==> src/rtl/reg_scoreboard.sv <==
// rtl/reg_scoreboard.sv - register-hazard scoreboard between decode and issue
// Tracks one busy bit per GPR for issued-but-not-written-back writes; stalls on RAW/WAW.
module reg_scoreboard #(
  parameter int REG_NUM   = 32,
  parameter int ADDR_W    = 5,
  parameter int WB_BYPASS = 1,
  parameter int CNT_W     = 16
) (
  input  logic                clk,
  input  logic                rst,
  input  logic                id_valid,
  input  logic                reg1_read,
  input  logic [ADDR_W-1:0]   reg1_addr,
  input  logic                reg2_read,
  input  logic [ADDR_W-1:0]   reg2_addr,
  input  logic                write_enable,
  input  logic [ADDR_W-1:0]   write_addr,
  input  logic                wb_valid,
  input  logic [ADDR_W-1:0]   wb_addr,
  input  logic                flush,
  output logic                stall,
  output logic                issue,
  output logic [REG_NUM-1:0]  busy_vec,
  output logic [ADDR_W:0]     pending_cnt,
  output logic [CNT_W-1:0]    stall_cycles
);

  localparam int  PW        = ADDR_W + 1;
  localparam logic BYPASS_EN = (WB_BYPASS != 0);

  logic [REG_NUM-1:0] eff_busy;
  logic [REG_NUM-1:0] next_busy;
  logic [PW-1:0]      next_cnt;
  logic               hazard;
  logic               front_ok;

  // A writeback landing this cycle can release its register early when bypass is on.
  always_comb begin
    eff_busy = busy_vec;
    for (int i = 0; i < REG_NUM; i++) begin
      if (BYPASS_EN && wb_valid && (wb_addr == ADDR_W'(i)))
        eff_busy[i] = 1'b0;
    end
    eff_busy[0] = 1'b0;
  end

  always_comb begin
    hazard = (reg1_read    && eff_busy[reg1_addr])
          || (reg2_read    && eff_busy[reg2_addr])
          || (write_enable && eff_busy[write_addr]);
  end

  assign front_ok = !rst && id_valid && !flush;
  assign stall    = front_ok && hazard;
  assign issue    = front_ok && !hazard;

  // Issue of a new write beats a same-cycle writeback to the same register.
  always_comb begin
    next_busy = busy_vec;
    if (flush) begin
      next_busy = '0;
    end else begin
      for (int i = 1; i < REG_NUM; i++) begin
        if (issue && write_enable && (write_addr == ADDR_W'(i)))
          next_busy[i] = 1'b1;
        else if (wb_valid && (wb_addr == ADDR_W'(i)))
          next_busy[i] = 1'b0;
      end
    end
    next_busy[0] = 1'b0;
  end

  always_comb begin
    next_cnt = '0;
    for (int i = 0; i < REG_NUM; i++)
      next_cnt = next_cnt + PW'(next_busy[i]);
  end

  always_ff @(posedge clk) begin
    if (rst) begin
      busy_vec     <= '0;
      pending_cnt  <= '0;
      stall_cycles <= '0;
    end else begin
      busy_vec    <= next_busy;
      pending_cnt <= next_cnt;
      if (stall && (stall_cycles != {CNT_W{1'b1}}))
        stall_cycles <= stall_cycles + CNT_W'(1);
    end
  end

endmodule

==> config.mk <==
export PLATFORM = sky130hd
export DESIGN_NAME = reg_scoreboard
export DESIGN_NICKNAME = d
export VERILOG_FILES = /design/src/rtl/reg_scoreboard.sv
export SDC_FILE = /design/constraint.sdc
export NUM_CORES = 1
export LEC_CHECK = 0
export BUFFER_PORTS_ARGS = -buffer_cell sky130_fd_sc_hd__buf_4
export CAP_MARGIN = 10
export CORE_MARGIN = 2
export CORE_UTILIZATION = 63
export CTS_BUF_LIST = sky130_fd_sc_hd__clkbuf_8
export CTS_CLUSTER_SIZE = 25
export DETAILED_ROUTE_END_ITERATION = 8
export HOLD_SLACK_MARGIN = 0.03
export PLACE_DENSITY = 0.89
export SYNTH_ARGS = -nofsm -noshare
export SYNTH_HDL_FRONTEND = slang
export SYNTH_SLANG_ARGS = --single-unit
export TNS_END_PERCENT = 100
==> constraint.sdc <==
create_clock -name clk -period 17.7 [get_ports clk]
set_input_delay 1.77 -clock clk [delete_from_list [all_inputs] [get_ports clk]]
set_output_delay 1.77 -clock clk [all_outputs]
set_load 0.01 [all_outputs]
==> metrics.md <==
| Metric | Value |
|---|---|
| Status | `finished, final reports clean` |
| CTS resizes | `0` |
| Diode count | `0` |
| Initial antenna violation count | `0` |
| Post-synthesis register bit count | `53` |
| Wire per inst | `21.1 um` |
| CTS tree | `done` |
| Post-layout util | `73.8%` |
| F_max | `105 MHz` |
| H-Tree Depth | `2` |
| DR vias/cell | `6.75` |
| Die height | `89.4 um` |
| Synth Area in XOR/XNOR | `1.53%` |
| Worst R2R Path Depth | `25` |
| Post-synthesis simple-gate area fraction | `29.3%` |
| Logic pwr share | `16.6%` |
| CP arrival | `9.69 ns` |
| Largest net degree at the start of global routing | `35` |
| TritonCTS Buffers | `5` |
| CTS sink cnt | `53` |
| Setup TNS | `0 ns` |
| Most common cell after layout, fill and taps aside | `buf_4` |
| Total Routing Usage GR | `38.9%` |
| Switching power share of the total | `29.3%` |
| Worst path required time | `17.90 ns` |
| Vias | `4,914` |
| Yosys top cell area share | `23.1%` |
| Seq/Total Area, Yosys | `23.1%` |
| Max Buffers Root-to-Sink | `2` |
| Die width | `89.4 um` |
| Nets | `687` |
| Clock share of power | `31.8%` |
| CTS root buf | `clkbuf_8` |
| First-pass GRT wire length | `23,600 um` |
| Fill cells | `568` |
| Clk_skew | `0.00585 ns` |
| Count of different cell masters after synthesis | `66` |
| Critical-path maximum fanout | `16` |
| Net Count, Synth | `636` |
| Fin crit share | `53.6%` |
| Startpoint type of the worst setup path | `primary input` |
| Num ports | `84` |
| Hold Path Stages | `1` |
| Final non-filler cell total | `728` |
| Initial Util | `64.3%` |
| Adder-cell share of the synthesized area | `12.2%` |
| Async S/R FF share, synth | `0%` |
| Syn. warnings | `0` |
| Most frequent cells in the layout | `buf_4 (83), dfxtp_1 (53), o21ai_0 (45)` |
| Die area | `7980 um^2` |
| Inst Count DP | `720` |
| Post-CTS Hold Fix Bufs | `0` |
| Max-cap violations | `0` |
| Synth Area in Compound Gates | `22.7%` |
| Synthesized area | `4590 um^2` |
| Max-slew violation count | `0` |
| Tmin final | `9.49 ns` |
| P_leak | `0.00218 uW` |
| Total power divided by cell area | `44.0 nW/um^2` |
| Post-synthesis mux area share | `4.50%` |
| Cells after synthesis | `577` |
| Core area | `7140 um^2` |
| Register share of total power | `51.6%` |
| Rows | `31` |
| Number of I/O port buffers | `82` |
| Post-DRT Antenna Nets | `0` |
| Final hold violations | `0` |
| Starting DRT DRC Count | `666` |
| Setup crit end kind | `flop` |
| Grt ovf | `0` |
| Detailed Place HPWL | `11,700 um` |
| Worst-margin pin slew | `0.780 ns` |
| CP Class | `primary input to flop` |
| Clk Latency, worst-skew pair | `0.31 ns` |
| Synthesis-to-finish area growth | `14.8%` |
| Vias in the first global route | `4,656` |
| Final setup vio count | `0` |
| Layout cells sized above 1 | `17.0%` |
| Hold Path Class | `flop to flop` |
| Int Power | `164 uW` |
| Setup Fix Bufs, Post-CTS | `0` |
| Clock transition at path regs | `0.10 ns` |
| DR pass1 iterations | `6` |
| WL final | `15,300 um` |
| Max-slew headroom | `47.5%` |
| RSZ-0062 raised after global routing | `no` |
| NetSw | `67.9 uW` |
| # DRC | `0` |
| Combinational family with the most area after synthesis | `simple AND/OR/NAND/NOR gates` |
| Post-synth top flop | `dfxtp_1` |
| Post-synth top area cell | `dfxtp_1` |
| Mean area per synthesized cell | `7.95 um^2` |
| Placer Congestion | `1.04` |
| Max IR drop VDD | `51.6 uV` |
| Top post-synthesis cells by area | `dfxtp_1 (23%), fa_1 (10%), o21ai_0 (4.9%), and2_1 (4.2%), nand2b_1 (3.8%)` |
| EDFF count, synth | `0` |
==> cell families after synthesis <==
logic type               Yosys count
buffers and inverters             76
flip-flops                        53
adder cells (fa/ha/maj)           31
multiplexers                      18
XOR/XNOR                           8
AND/OR/NAND/NOR                  231
other                              1
AO/OA/AOI/OAI                    159
==> cell type report <==
cell class | count | area [um^2] | share of cell area [%]
Multi-Input combinational cell | 448 | 3220 | 61.2
Sequential cell | 53 | 1060 | 20.1
Clock buffer | 6 | 82.6 | 1.57
Inverter | 37 | 139 | 2.64
Tap cell | 99 | 124 | 2.35
Timing Repair Buffer | 83 | 623 | 11.8
Clock inverter | 2 | 13.8 | 0.261
==> flip-flops by register name, summed over array words and instances (netlist names) <==
register	cells
pending_cnt	6
busy_vec	31
stall_cycles	16
==> routing by layer <==
metal	vias up	GRT usage [%]	share of wire, %
met3	99	5.63	10
met4	0	19.5	5.6
met2	407	64.2	48
met5	-	0	0
met1	2242	49.8	37
li1	2166	-	-
==> per-stage QoR <==
| stage | hold WS, ns | area [um^2] | power (uW) | setup slack [ns] |
|---|---|---|---|---|
| 4_1_cts | 0.501 | 5270 | 230 | 8.39 |
| 3_3_place_gp | 0.459 | 5170 | 159 | 8.12 |
| 2_1_floorplan | 0.486 | 4590 | 147 | 9.22 |
| 3_5_place_dp | 0.476 | 5170 | 159 | 8.07 |
| 5_1_grt | 0.510 | 5270 | 238 | 7.94 |
| 6_report | 0.504 | 5270 | 232 | 8.21 |
==> final timing paths <==
| kind | to | from | slack [ns] |
|---|---|---|---|
| max | pending_cnt[4] | wb_addr[3] | 8.21 |
| min | stall_cycles[5] | stall_cycles[5] | 0.50 |
| max reg2reg | pending_cnt[4] | busy_vec[27] | 10.18 |
| min reg2reg | stall_cycles[5] | stall_cycles[5] | 0.50 |
==> cell usage after synthesis, types with 3 or more instances <==
cell type,number
dfxtp_1,53
o21ai_0,45
nand2_1,43
inv_1,37
and2_1,31
nand2b_1,28
o21ai_1,26
nor2_1,25
clkbuf_1,24
nor2b_1,24
fa_1,23
a21oi_1,19
o2111ai_1,16
mux2i_1,15
nand3_1,14
and3_1,10
buf_2,9
nand4_1,9
ha_1,8
nor3_1,8
nor3b_1,8
or3_1,7
a21o_1,6
o211ai_1,6
a311oi_1,5
a32oi_1,5
o31ai_1,5
buf_1,4
xnor2_1,4
xor2_1,4
and4b_1,3
nand4b_1,3
nand4bb_1,3
o22ai_1,3
==> power by group through the flow <==
stage | Clock, uW | Combinational [uW] | Sequential (uW)
floorplan | 0 | 24.8 | 122
global placement | 0 | 36.6 | 122
detailed placement | 0 | 36.5 | 122
CTS | 73.7 | 36.7 | 119
global route | 77.9 | 40.6 | 120
finish | 73.7 | 38.4 | 119
==> critical path, cell delays in order <==
cell and delay (ns):
buf_4 0.16, nand4b_1 0.41, o21ai_1 0.56, o21ai_0 0.18
a311o_1 0.31, o311a_1 0.38, a211oi_4 0.42, nand4_2 0.41
o21ai_0 0.58, nand2b_1 0.16, fa_1 0.51, fa_1 0.50
inv_1 0.05, fa_1 0.48, inv_1 0.05, fa_1 0.46
fa_1 0.51, inv_1 0.05, fa_1 0.43, inv_1 0.08
fa_1 0.16, inv_1 0.06, fa_1 0.41, a21o_1 0.21
a21oi_1 0.17, xor2_1 0.18, nor2_1 0.06
Power figures use the tool's default switching activity.
